<file path="src/rtl/sipo_deser32_pkg.sv">
// sipo_pkg: shared constants for the sipo_deser32 serial receiver.
// State encodings are plain localparam constants so older tools and
// netlist-level scripts can match them by value.
// Optional feature macro: SIPO_PARITY_CHECK_EN (adds the S_PARITY state).
package sipo_pkg;

    localparam int WIDTH_DEF = 32;
    localparam int CNT_W_DEF = 6;

    localparam logic [1:0] S_IDLE   = 2'd0;
    localparam logic [1:0] S_SHIFT  = 2'd1;
    localparam logic [1:0] S_PARITY = 2'd2;

endpackage

</file>
<file path="src/rtl/sipo_deser32_if.sv">
// sipo_deser32_if: frame handshake and parallel result bundle for the
// serial receiver. The master drives start/in/en; the slave (receiver)
// returns the word, the valid pulse and its status.
// Optional feature macro: SIPO_PARITY_CHECK_EN (adds perr).
interface sipo_deser32_if
    import sipo_pkg::*;
#(
    parameter int WIDTH = WIDTH_DEF,
    parameter int CNT_W = CNT_W_DEF
) ();

    logic             start;
    logic             in;
    logic             en;
    logic [WIDTH-1:0] out;
    logic             valid;
    logic             busy;
    logic [CNT_W-1:0] count;
`ifdef SIPO_PARITY_CHECK_EN
    logic             perr;

    modport master (output start, in, en, input out, valid, busy, count, perr);
    modport slave  (input start, in, en, output out, valid, busy, count, perr);
`else
    modport master (output start, in, en, input out, valid, busy, count);
    modport slave  (input start, in, en, output out, valid, busy, count);
`endif

endinterface

</file>
<file path="src/rtl/sipo_bit_counter.sv">
// sipo_bit_counter: bit position counter for the serial receiver.
// Clear wins over increment; last flags the final data bit position.
module sipo_bit_counter #(
    parameter int WIDTH = 32,
    parameter int CNT_W = 6
) (
    input  logic             clk,
    input  logic             rst,
    input  logic             clr,
    input  logic             inc,
    output logic [CNT_W-1:0] count,
    output logic             last
);

    // Count accepted bits; cleared on frame arm and on frame completion.
    always_ff @(posedge clk or posedge rst) begin
        if (rst)
            count <= '0;
        else if (clr)
            count <= '0;
        else if (inc)
            count <= count + 1'b1;
    end

    assign last = (count == CNT_W'(WIDTH - 1));

endmodule

</file>
<file path="src/rtl/sipo_deser32.sv">
// sipo_deser32: serial-in, parallel-out receiver, MSB first.
// Optional feature macro: SIPO_PARITY_CHECK_EN (even-parity bit after data,
// result reported on perr).
//
// state    | meaning
// ---------+-------------------------------------------------------------
// S_IDLE   | waiting for start; en ignored
// S_SHIFT  | collecting data bits on en=1; start restarts the frame
// S_PARITY | waiting for the parity bit on en=1 (parity build only)
module sipo_deser32
    import sipo_pkg::*;
#(
    parameter int WIDTH = WIDTH_DEF,
    parameter int CNT_W = CNT_W_DEF
) (
    input  logic clk,
    input  logic rst,
    sipo_deser32_if.slave bus
);

    logic [1:0]       state;
    logic [WIDTH-1:0] shreg;
    logic [WIDTH-1:0] shreg_nxt;
    logic [CNT_W-1:0] count;
    logic             last;
    logic             take_bit;
    logic             final_bit;

    // start always has priority, so a bit offered in the start cycle is dropped
    assign take_bit  = (state == S_SHIFT) && bus.en && !bus.start;
    assign final_bit = take_bit && last;
    assign shreg_nxt = {shreg[WIDTH-2:0], bus.in};

    sipo_bit_counter #(
        .WIDTH (WIDTH),
        .CNT_W (CNT_W)
    ) u_cnt (
        .clk   (clk),
        .rst   (rst),
        .clr   (bus.start || final_bit),
        .inc   (take_bit),
        .count (count),
        .last  (last)
    );

`ifdef SIPO_PARITY_CHECK_EN
    logic take_par;
    assign take_par = (state == S_PARITY) && bus.en && !bus.start;

    // Frame sequencing: arm/restart, data bits, then the parity bit.
    always_ff @(posedge clk or posedge rst) begin
        if (rst)
            state <= S_IDLE;
        else if (bus.start)
            state <= S_SHIFT;
        else if (final_bit)
            state <= S_PARITY;
        else if (take_par)
            state <= S_IDLE;
    end

    // Publish the word and parity result on the parity bit edge.
    always_ff @(posedge clk or posedge rst) begin
        if (rst) begin
            bus.out   <= '0;
            bus.valid <= 1'b0;
            bus.perr  <= 1'b0;
        end else begin
            bus.valid <= 1'b0;
            if (take_par) begin
                bus.out   <= shreg;
                bus.valid <= 1'b1;
                bus.perr  <= (^shreg) ^ bus.in;
            end
        end
    end
`else
    // The MSB is only shifted out; it is never needed for the result.
    logic unused_msb;
    assign unused_msb = shreg[WIDTH-1];

    // Frame sequencing: arm/restart, then data bits back to idle.
    always_ff @(posedge clk or posedge rst) begin
        if (rst)
            state <= S_IDLE;
        else if (bus.start)
            state <= S_SHIFT;
        else if (final_bit)
            state <= S_IDLE;
    end

    // Publish the word on the edge that samples the final data bit.
    always_ff @(posedge clk or posedge rst) begin
        if (rst) begin
            bus.out   <= '0;
            bus.valid <= 1'b0;
        end else begin
            bus.valid <= 1'b0;
            if (final_bit) begin
                bus.out   <= shreg_nxt;
                bus.valid <= 1'b1;
            end
        end
    end
`endif

    // Shift register: cleared on arm so a restart never mixes in stale bits.
    always_ff @(posedge clk or posedge rst) begin
        if (rst)
            shreg <= '0;
        else if (bus.start)
            shreg <= '0;
        else if (take_bit)
            shreg <= shreg_nxt;
    end

    assign bus.busy  = (state != S_IDLE);
    assign bus.count = count;

endmodule

</file>
<file path="src/flat_wrapper.sv">
// flat-port wrapper written by rule: the top's interface ports become plain ports
module sipo_deser32_flat import sipo_pkg::*;
#(
    parameter int WIDTH = WIDTH_DEF,
    parameter int CNT_W = CNT_W_DEF
)
  (clk, rst, bus_start, bus_in, bus_en, bus_out, bus_valid, bus_busy, bus_count);
  sipo_deser32_if #(.WIDTH(WIDTH), .CNT_W(CNT_W)) bus_i ();
  input  logic clk;
  input  logic rst;
  input wire logic [$bits(bus_i.start)-1:0] bus_start;
  input wire logic [$bits(bus_i.in)-1:0] bus_in;
  input wire logic [$bits(bus_i.en)-1:0] bus_en;
  output wire logic [$bits(bus_i.out)-1:0] bus_out;
  output wire logic [$bits(bus_i.valid)-1:0] bus_valid;
  output wire logic [$bits(bus_i.busy)-1:0] bus_busy;
  output wire logic [$bits(bus_i.count)-1:0] bus_count;
  assign bus_i.start = bus_start;
  assign bus_i.in = bus_in;
  assign bus_i.en = bus_en;
  assign bus_out = bus_i.out;
  assign bus_valid = bus_i.valid;
  assign bus_busy = bus_i.busy;
  assign bus_count = bus_i.count;
  sipo_deser32 #(.WIDTH(WIDTH), .CNT_W(CNT_W)) u_core (.clk(clk), .rst(rst), .bus(bus_i));
endmodule
</file>
<file path="config.mk">
export PLATFORM = sky130hd
export DESIGN_NAME = sipo_deser32_flat
export DESIGN_NICKNAME = d
export VERILOG_FILES = /design/src/rtl/sipo_deser32_pkg.sv /design/src/rtl/sipo_deser32_if.sv /design/src/rtl/sipo_bit_counter.sv /design/src/rtl/sipo_deser32.sv /design/src/flat_wrapper.sv
export SDC_FILE = /design/constraint.sdc
export NUM_CORES = 1
export LEC_CHECK = 0
export BUFFER_PORTS_ARGS = -buffer_cell sky130_fd_sc_hd__buf_2
export CORE_ASPECT_RATIO = 1.4
export CORE_UTILIZATION = 55
export DETAILED_ROUTE_END_ITERATION = 10
export PLACE_DENSITY = 0.79
export SLEW_MARGIN = 20
export SYNTH_ARGS = -nofsm -noshare
export SYNTH_HDL_FRONTEND = slang
export SYNTH_SLANG_ARGS = --single-unit
</file>
<file path="constraint.sdc">
create_clock -name clk -period 2.9 [get_ports clk]
set_input_delay 0.58 -clock clk [delete_from_list [all_inputs] [get_ports clk]]
set_output_delay 0.58 -clock clk [all_outputs]
set_load 0.05 [all_outputs]
</file>
==> results_dict.tcl, run 1 <==
set metrics [dict create \
    synth-edff-count 0 \
    whs_ps 479 \
    seq_area_frac_synth_pct 62.5 \
    start_util_pct 57.8 \
    p_comb_share_pct 3.3 \
    finalMaxSlewViolations 0 \
    syn_nets 253 \
    setup_tns_ps 0 \
    drtIter0Drc 80 \
    grt_pass1_vias 1882 \
    gp_congestion 0.766 \
    crit_path_start_kind "register" \
    cts_max_level 3 \
    multiInputGateArea_um2 975 \
    fin_nets 299 \
    switching_share_pct 20.2 \
    syn_inst 247 \
    clockBufferDepth 2 \
    skew_ps 9.11 \
    cts_tree "yes" \
    drc_errors 0 \
    synthAdderAreaFrac_pct 0.440 \
    ctsResizeCount 0 \
    ys_ff_latch 71 \
    status "complete, no violations" \
    post_cts_buffers 0 \
    cp-end-kind "register" \
    tightestPinTransition_ps 851 \
    criticalPathCategory "reg -> reg" \
    max_freq_mhz 500 \
    post-dp-hpwl_um 3180 \
    r2r-end "u_core.bus.out[21]$_DFFE_PP0P_" \
    io_buffers 44 \
    cp.required_ps 3130 \
    fin_crit_ps 2000 \
    io_pins 45 \
    reg2reg_depth 5 \
    row_count 30 \
    ant_nets 0 \
    synth_most_common_cell "dfrtp_1" \
    synth_cell_types 26 \
    cts_buffers 9 \
    totalPowerFinal_mw 2.08 \
    yosys_most_used_dff "dfrtp_1" \
    critPathMaxFanout 27 \
    vias 1909 \
    rsz0062_at_grt "no" \
    grt_pass1_wl_um 8780 \
    synth-simple-area-share_pct 12.6 \
    p_leak_nw 1.68 \
    worst-r2r-setup-slack_ps 900 \
    grt-ovfl-total 0 \
    synthTopCellsByArea "dfrtp_1 63%, mux2_2 13%, nand2_1 8.8%" \
    syn_area_um2 2840 \
    die_w_um 62.8 \
    grt_usage_pct 21.3 \
    powerDensity_nw_per_um2 617 \
    wirelength_um 5150 \
    cts.clk_slew.worst_paths_ps 80 \
    synth_top_family_by_area "multiplexers" \
    ff_latch_area_um2 1780 \
    fin_crit_sh_pct 69.0 \
    antenna_found_initial 0 \
    p_clk_share_pct 48.8 \
    syn_area_per_cell_um2 11.5 \
    crit-reg2reg-launch "u_core.u_cnt.count[0]$_DFFE_PP0P_" \
    firstDrtPassIters 4 \
    ys_top_cells_by_count "71 x dfrtp_1, 67 x nand2_1, 35 x a21oi_1" \
    critPathSlowestCell "dfrtp_1" \
    slowest_delay_ps 410 \
    relSlewSlack_pct 43.2 \
    cellInternalPower_mw 1.66 \
    hold_viol 0 \
    fp.coreArea_um2 4920 \
    setup_violations 0 \
    syn2layout_area_growth_pct 18.8 \
    seq_power_share_pct 47.9 \
    die_y_um 87.1 \
    yosys.area.top_type_share_pct 62.5 \
    ir_worst_vdd_mv 0.383 \
    synthMuxAreaShare_pct 13.0 \
    dieArea_um2 5460 \
    yosysWarnings 0 \
    nFillCells 371 \
    cts_hold_buf 0 \
    synth_xor_area_share_pct 0.308 \
    critPathArrivalTime_ps 2230 \
    via_per_inst 5.27 \
    synthArstFlopShare_pct 100 \
    wl_per_cell_um 14.2 \
    diodes 0 \
    cap_violations 0 \
    clock_sinks 71 \
    clock-root-buffer "clkbuf_8" \
    worstPathCellList "ha_1 > nand4_4 > nor3_4 > buf_12 > mux2_2" \
    synth_compound_area_share_pct 7.92 \
    grt_max_degree 72 \
    clk-insertion-delay-late_ps 350 \
    hp-class "in -> async" \
    power_switching_mw 0.420 \
    synth_top_cell_by_area "dfrtp_1" \
    drive_above_1_share_pct 33.2 \
]
==> state kept, by name, indices dropped and copies added (netlist names) <==
name / cells
u_core.u_cnt.count: 6
u_core.state: 1
u_core.bus.valid: 1
u_core.bus.out: 32
u_core.shreg: 31
==> area by class of cell <==
| class | instances | area share, % |
|---|---|---|
| multi-input combinational | 158 | 28.9 |
| sequential | 71 | 52.6 |
| clock buffer | 10 | 3.78 |
| inverter | 4 | 0.445 |
| tap | 64 | 2.37 |
| clock inverter | 6 | 3.93 |
| timing repair buffer | 49 | 8.00 |
==> worst max-delay path, delay by kind of cell (launching register included) <==
family | cells | cell delay, ps
buffers and inverters | 1 | 240
DFF | 1 | 410
adders and majority gates | 1 | 280
and+or+nand+nor | 2 | 570
muxes | 1 | 370
==> layout by cell type, fill, tap and decap left out, drive strengths merged <==
cell type | synthesis | routed
nor2 | 2 | 2
mux2 | 32 | 32
a21oi | 35 | 35
nor3 | 3 | 3
nand3 | 2 | 2
o211ai | 2 | 2
nand2 | 67 | 67
a41o | 1 | 1
mux2i | 1 | 1
o31ai | 1 | 1
nand2b | 2 | 2
nand4b | 1 | 1
buf | 4 | 49
nand4 | 1 | 1
dfrtp | 71 | 71
a211oi | 1 | 1
or3 | 1 | 1
clkinvlp | 0 | 1
xor2 | 1 | 1
nand3b | 1 | 1
clkbuf | 10 | 10
inv | 4 | 4
ha | 1 | 1
and2 | 1 | 1
bufinv | 0 | 4
clkinv | 0 | 1
o21ai | 2 | 2
==> routing by layer <==
metal	share of wire (%)	up-vias	global-route usage [%]
li1	-	923	-
met1	44	926	27.1
met2	50	49	34.0
met3	3.3	11	3.53
met4	2.6	0	13.3
met5	0	-	0
==> metrics by stage <==
stage	cell area [um2]	instances	util, %	worst slack (ps)
finish	3380	362	68.7	899
global route	3380	362	68.7	777
CTS	3380	362	68.7	891
detailed placement	3120	346	63.4	906
global placement	3120	346	63.4	931
floorplan	2840	247	-	523
==> how the worst max path moves through the flow <==
stage                                      start                              to  cells after the start
2_1_floorplan                                rst   u_core.bus.out[0]$_DFFE_PP0P_                      1
3_3_place_gp                              bus_en    u_core.shreg[14]$_DFFE_PP0P_                      5
3_5_place_dp   u_core.u_cnt.count[0]$_DFFE_PP0P_  u_core.bus.out[21]$_DFFE_PP0P_                      5
4_1_cts        u_core.u_cnt.count[0]$_DFFE_PP0P_  u_core.bus.out[21]$_DFFE_PP0P_                      5
5_1_grt        u_core.u_cnt.count[0]$_DFFE_PP0P_  u_core.bus.out[21]$_DFFE_PP0P_                      5
6_report       u_core.u_cnt.count[0]$_DFFE_PP0P_  u_core.bus.out[21]$_DFFE_PP0P_                      5
==> power by group through the flow <==
stage	Sequential (mW)	Combinational, mW	Clock [mW]
2_1_floorplan	1.02	0.0433	0
3_3_place_gp	1.02	0.0698	0
3_5_place_dp	1.02	0.0707	0
4_1_cts	0.997	0.0708	1.03
5_1_grt	0.997	0.0790	1.07
6_report	0.997	0.0691	1.02
==> logic make-up after synthesis <==
| logic type | after synthesis |
|---|---|
| multiplexers | 33 |
| flip-flops | 71 |
| AO/OA/AOI/OAI | 42 |
| XOR/XNOR | 1 |
| adder cells (fa/ha/maj) | 1 |
| buffers and inverters | 18 |
| AND/OR/NAND/NOR | 81 |
Power figures use the tool's default switching activity.
==> run 2, diff against run 1 <==
- clock period: 2.9 -> 1.9 ns (I/O delays scaled with it)
==> results_dict.tcl, run 2 (same netlist as run 1, synthesis figures left out) <==
set metrics [dict create \
    placed_area_um2 3170 \
    nFillCells 371 \
    totalPowerFinal_mw 2.85 \
    max_freq_mhz 593 \
    use_met3_pct 4.45 \
    firstDrtPassIters 5 \
    endpoint "u_core.bus.out[31]$_DFFE_PP0P_" \
    io_buffers 44 \
    critPathMaxFanout 11 \
    power_switching_mw 0.659 \
    start_util_pct 57.8 \
    critPathTopFamily "flip-flops" \
    criticalPathCategory "reg -> reg" \
    io_pins 45 \
    ff_latch_area_um2 1780 \
    dieArea_um2 5460 \
    hp-class "in -> async" \
    worst-r2r-setup-slack_ps 210 \
    layout_commonest_cell "dfrtp_1" \
    worst-path-buf-inv 1 \
    clock_sinks 71 \
    setup_tns_ps 0 \
    ant_nets 0 \
    crit_cells 5 \
    grt_usage_pct 20.0 \
    p_clk_share_pct 42.5 \
    reg2reg_depth 5 \
    fin_crit_sh_pct 88.8 \
    p_leak_nw 1.68 \
    switching_share_pct 23.1 \
    relSlewSlack_pct 59.9 \
    diodes 0 \
    gr-usage-met2_pct 31.8 \
    clock-root-buffer "clkbuf_8" \
    seq_power_share_pct 53.4 \
    finalMaxSlewViolations 0 \
    cts_tree "yes" \
    fin_crit_ps 1690 \
    clk-insertion-delay-late_ps 340 \
    largest_register_ffs 32 \
    cap_violations 0 \
    cts_hold_buf 0 \
    skew_ps 8.40 \
    via_per_inst 5.42 \
    fp.coreArea_um2 4920 \
    die_y_um 87.1 \
    syn2layout_area_growth_pct 18.6 \
    grt_pass1_wl_um 8420 \
    grt-ovfl-total 0 \
    post-dp-hpwl_um 3270 \
    slowest_delay_ps 400 \
    multiInputGateArea_um2 975 \
    status "complete, no violations" \
    r2r-end "u_core.bus.out[31]$_DFFE_PP0P_" \
    row_count 30 \
    wl_per_cell_um 13.7 \
    vias 1982 \
    grt-busiest-layer "met2" \
    cts.clk_slew.worst_paths_ps 80 \
    drive_above_1_share_pct 35.1 \
    wirelength_um 5000 \
    grtUsageMet1_pct 25.6 \
    grt_pass1_vias 1891 \
    post_cts_buffers 0 \
    drc_errors 0 \
    ir_worst_vdd_mv 0.622 \
    crit_path_start_kind "register" \
    drtIter0Drc 142 \
    crit-reg2reg-launch "u_core.u_cnt.count[0]$_DFFE_PP0P_" \
    clockBufferDepth 2 \
    final_area_um2 3370 \
    rsz0062_at_grt "no" \
    reg_top3 "u_core.bus.out x32, u_core.shreg x31, u_core.u_cnt.count x6" \
    regMostFlops "u_core.bus.out" \
    p_comb_share_pct 4.1 \
    cts_max_level 3 \
    layout_common_cells "69 x dfrtp_1, 67 x nand2_1, 44 x buf_2" \
    tightestPinTransition_ps 601 \
    critPathArrivalTime_ps 1910 \
    antenna_found_initial 0 \
    fin_nets 303 \
    cellInternalPower_mw 2.19 \
    grt_max_degree 41 \
    cp-startpoint "u_core.u_cnt.count[0]$_DFFE_PP0P_" \
    cts_buffers 9 \
    cp-end-kind "register" \
    setup_ws_ps 212 \
    gp_congestion 0.752 \
    die_w_um 62.8 \
    hold_viol 0 \
    cp.required_ps 2120 \
    critPathSlowestCell "dfrtp_2" \
    setup_violations 0 \
    powerDensity_nw_per_um2 845 \
    worstPathCellList "ha_1 > nand4_4 > nor3_4 > buf_4 > mux2_2" \
    finish.utilization_pct 68.6 \
    place_ws_ps 218 \
    ctsResizeCount 0 \
]
[run 2: cell count changes in the layout (fill, tap and decap cells not counted), sizes merged]
| cell | delta |
|---|---|
| buf | +4 |
| bufinv | -3 |
| clkinv | +2 |
| clkinvlp | +1 |
[run 2: power groups by stage]
stage | registers (mW) | clock network (mW) | logic (mW)
global route | 1.52 | 1.30 | 0.131
finish | 1.52 | 1.21 | 0.117
detailed placement | 1.55 | 0 | 0.119
floorplan | 1.56 | 0 | 0.0665
global placement | 1.55 | 0 | 0.118
CTS | 1.52 | 1.24 | 0.120
[run 2: final cells by class]
cell class | instances | share of cell area (%)
inverter | 4 | 0.557
tap | 64 | 2.37
timing repair buffer | 53 | 9.28
clock buffer | 10 | 4.08
clock inverter | 6 | 2.04
multi-input combinational | 158 | 28.9
sequential | 71 | 52.8
[run 2: metrics by stage]
| stage | cells | hold slack, ps |
|---|---|---|
| after floorplan | 247 | 479 |
| after global placement | 350 | 483 |
| after detailed placement | 350 | 486 |
| after CTS | 366 | 112 |
| after global routing | 366 | 144 |
| final | 366 | 102 |
[run 2: worst reg2reg max path, stage by stage (launching register included)]
cell	delay [ps]
dfrtp_2	400
ha_1	260
nand4_4	140
nor3_4	190
buf_4	230
mux2_2	350
[run 2: worst min-delay path by stage]
stage / slack [ps] / cells after the start / to
after detailed placement: 490 / 2 / u_core.bus.out[30]$_DFFE_PP0P_
after floorplan: 480 / 1 / u_core.bus.out[31]$_DFFE_PP0P_
after CTS: 110 / 2 / u_core.bus.out[30]$_DFFE_PP0P_
after global routing: 140 / 2 / u_core.bus.out[30]$_DFFE_PP0P_
after global placement: 480 / 2 / u_core.bus.out[30]$_DFFE_PP0P_
final: 100 / 2 / u_core.bus.out[30]$_DFFE_PP0P_
[run 2: metal layers]
layer | part of all wire (%) | vias to the layer above
li1 | - | 930
met1 | 44 | 987
met2 | 50 | 57
met3 | 4.2 | 8
met4 | 1.6 | 0
met5 | 0 | -
==> run 3, diff against run 2 <==
- CORE_ASPECT_RATIO: 1.4 -> 0.75
- REMOVE_ABC_BUFFERS: default -> 1
==> results_dict.tcl, run 3 (same netlist as run 1, synthesis figures left out) <==
set metrics [dict create \
    status "complete, no violations" \
    cts_tree "yes" \
    die_w_um 85.0 \
    start_util_pct 57.7 \
    ir_worst_vdd_mv 0.519 \
    ant_nets 0 \
    tightestPinTransition_ps 393 \
    clk-insertion-delay-late_ps 340 \
    largest_register_ffs 32 \
    grt_pass1_vias 1896 \
    grt-ovfl-total 0 \
    clockBufferDepth 2 \
    drc_errors 0 \
    fin_crit_ps 1750 \
    cp-end-kind "register" \
    ctsResizeCount 0 \
    finalMaxSlewViolations 0 \
    nFillCells 390 \
    cts_buffers 9 \
    fp.coreArea_um2 4930 \
    whs_ps 99.1 \
    hold_viol 0 \
    crit_path_start_kind "register" \
    cap_violations 0 \
    relSlewSlack_pct 73.8 \
    antenna_found_initial 1 \
    layout_common_cells "71 x dfrtp_1, 67 x nand2_1, 44 x buf_2" \
    drive_above_1_share_pct 32.2 \
    setup_tns_ps 0 \
    fin_crit_sh_pct 92.0 \
    slowest_delay_ps 390 \
    worst-path-buf-inv 1 \
    critPathArrivalTime_ps 1970 \
    p_leak_nw 1.64 \
    critPathTopFamily "flip-flops" \
    hp-class "in -> async" \
    cp.required_ps 2120 \
    grt_pass1_wl_um 8540 \
    cts_hold_buf 0 \
    grt_max_degree 72 \
    clock_sinks 71 \
    clock-root-buffer "clkbuf_8" \
    io_pins 45 \
    powerDensity_nw_per_um2 796 \
    vias 1929 \
    post_cts_buffers 0 \
    reg_top3 "u_core.bus.out x32, u_core.shreg x31, u_core.u_cnt.count x6" \
    gp_congestion 0.845 \
    grt_usage_pct 21.1 \
    drtIter0Drc 125 \
    post-dp-hpwl_um 3150 \
    row_count 22 \
    io_buffers 44 \
    die_y_um 64.3 \
    via_per_inst 5.37 \
    cts_max_level 3 \
    wirelength_um 5050 \
    worstPathCellList "ha_1 > nand4_4 > nor3_4 > buf_12 > mux2_2" \
    regMostFlops "u_core.bus.out" \
    placed_area_um2 3130 \
    dieArea_um2 5460 \
    wl_per_cell_um 14.1 \
    skew_ps 3.76 \
    syn2layout_area_growth_pct 15.8 \
    firstDrtPassIters 4 \
    cts.clk_slew.worst_paths_ps 60 \
    critPathMaxFanout 33 \
    rsz0062_at_grt "no" \
    criticalPathCategory "reg -> reg" \
    final_area_um2 3290 \
    setup_violations 0 \
    max_freq_mhz 572 \
    critPathSlowestCell "dfrtp_1" \
    layout_commonest_cell "dfrtp_1" \
    fin_nets 300 \
]
-- run 3: cell count changes in the layout (fill, tap and decap cells not counted), sizes merged --
cell      change
clkbuf        +4
buf           -3
diode         +1
clkinvlp      -2
bufinv        -1
clkinv        -2
-- run 3: power breakdown --
group	internal [mW]	switching, mW	total [mW]
combinational	0.0240	0.0883	0.112
clock	0.502	0.483	0.986
sequential	1.52	0.00558	1.52
total	2.04	0.577	2.62
-- run 3: tightest hold or removal path: cells and delay by family --
kind     cells  cell delay, ps
buf+inv      3             460
-- run 3: final timing paths --
| kind | to | slack (ps) | from | cells past startpoint |
|---|---|---|---|---|
| max in group asynchronous | u_core.bus.out[9]$_DFFE_PP0P_ | 1500 | rst | 3 |
| worst max-delay path | u_core.bus.out[4]$_DFFE_PP0P_ | 150 | u_core.u_cnt.count[0]$_DFFE_PP0P_ | 5 |
| worst max register to register | u_core.bus.out[4]$_DFFE_PP0P_ | 150 | u_core.u_cnt.count[0]$_DFFE_PP0P_ | 5 |
| worst min register to register | u_core.bus.out[25]$_DFFE_PP0P_ | 500 | u_core.bus.out[25]$_DFFE_PP0P_ | 1 |
| worst min-delay path | u_core.u_cnt.count[4]$_DFFE_PP0P_ | 100 | rst | 3 |
| min in group clk | u_core.shreg[0]$_DFFE_PP0P_ | 290 | bus_in | 3 |
-- run 3: final cells by class --
cell class / count / area [um2] / area share, %
clock inverters: 1 / 5.00 / 0.152
clock buffers: 14 / 153 / 4.64
inverters: 4 / 15.0 / 0.456
diodes: 1 / 2.50 / 0.0760
multi-input cells: 158 / 975 / 29.6
well taps: 60 / 75.1 / 2.28
repair buffers: 50 / 290 / 8.82
flip-flops and latches: 71 / 1780 / 54.0
-- run 3: stage by stage --
| stage | power [mW] | setup WS, ps | instances | util (%) |
|---|---|---|---|---|
| CTS | 2.66 | 144 | 358 | 66.8 |
| detailed placement | 1.67 | 150 | 343 | 63.6 |
| global placement | 1.66 | 193 | 343 | 63.6 |
| finish | 2.62 | 152 | 359 | 66.8 |
| floorplan | 1.61 | -639 | 233 | - |
| global route | 2.74 | 18.2 | 358 | 66.8 |
-- run 3: layer usage --
layer	wire length [um]	part of all wire, %	vias up	global-route usage, %
li1	-	-	932	-
met1	2320	46	954	24.4
met2	2420	48	39	34.6
met3	279	5.5	4	9.30
met4	35	0.69	0	8.47
met5	0	0	-	0
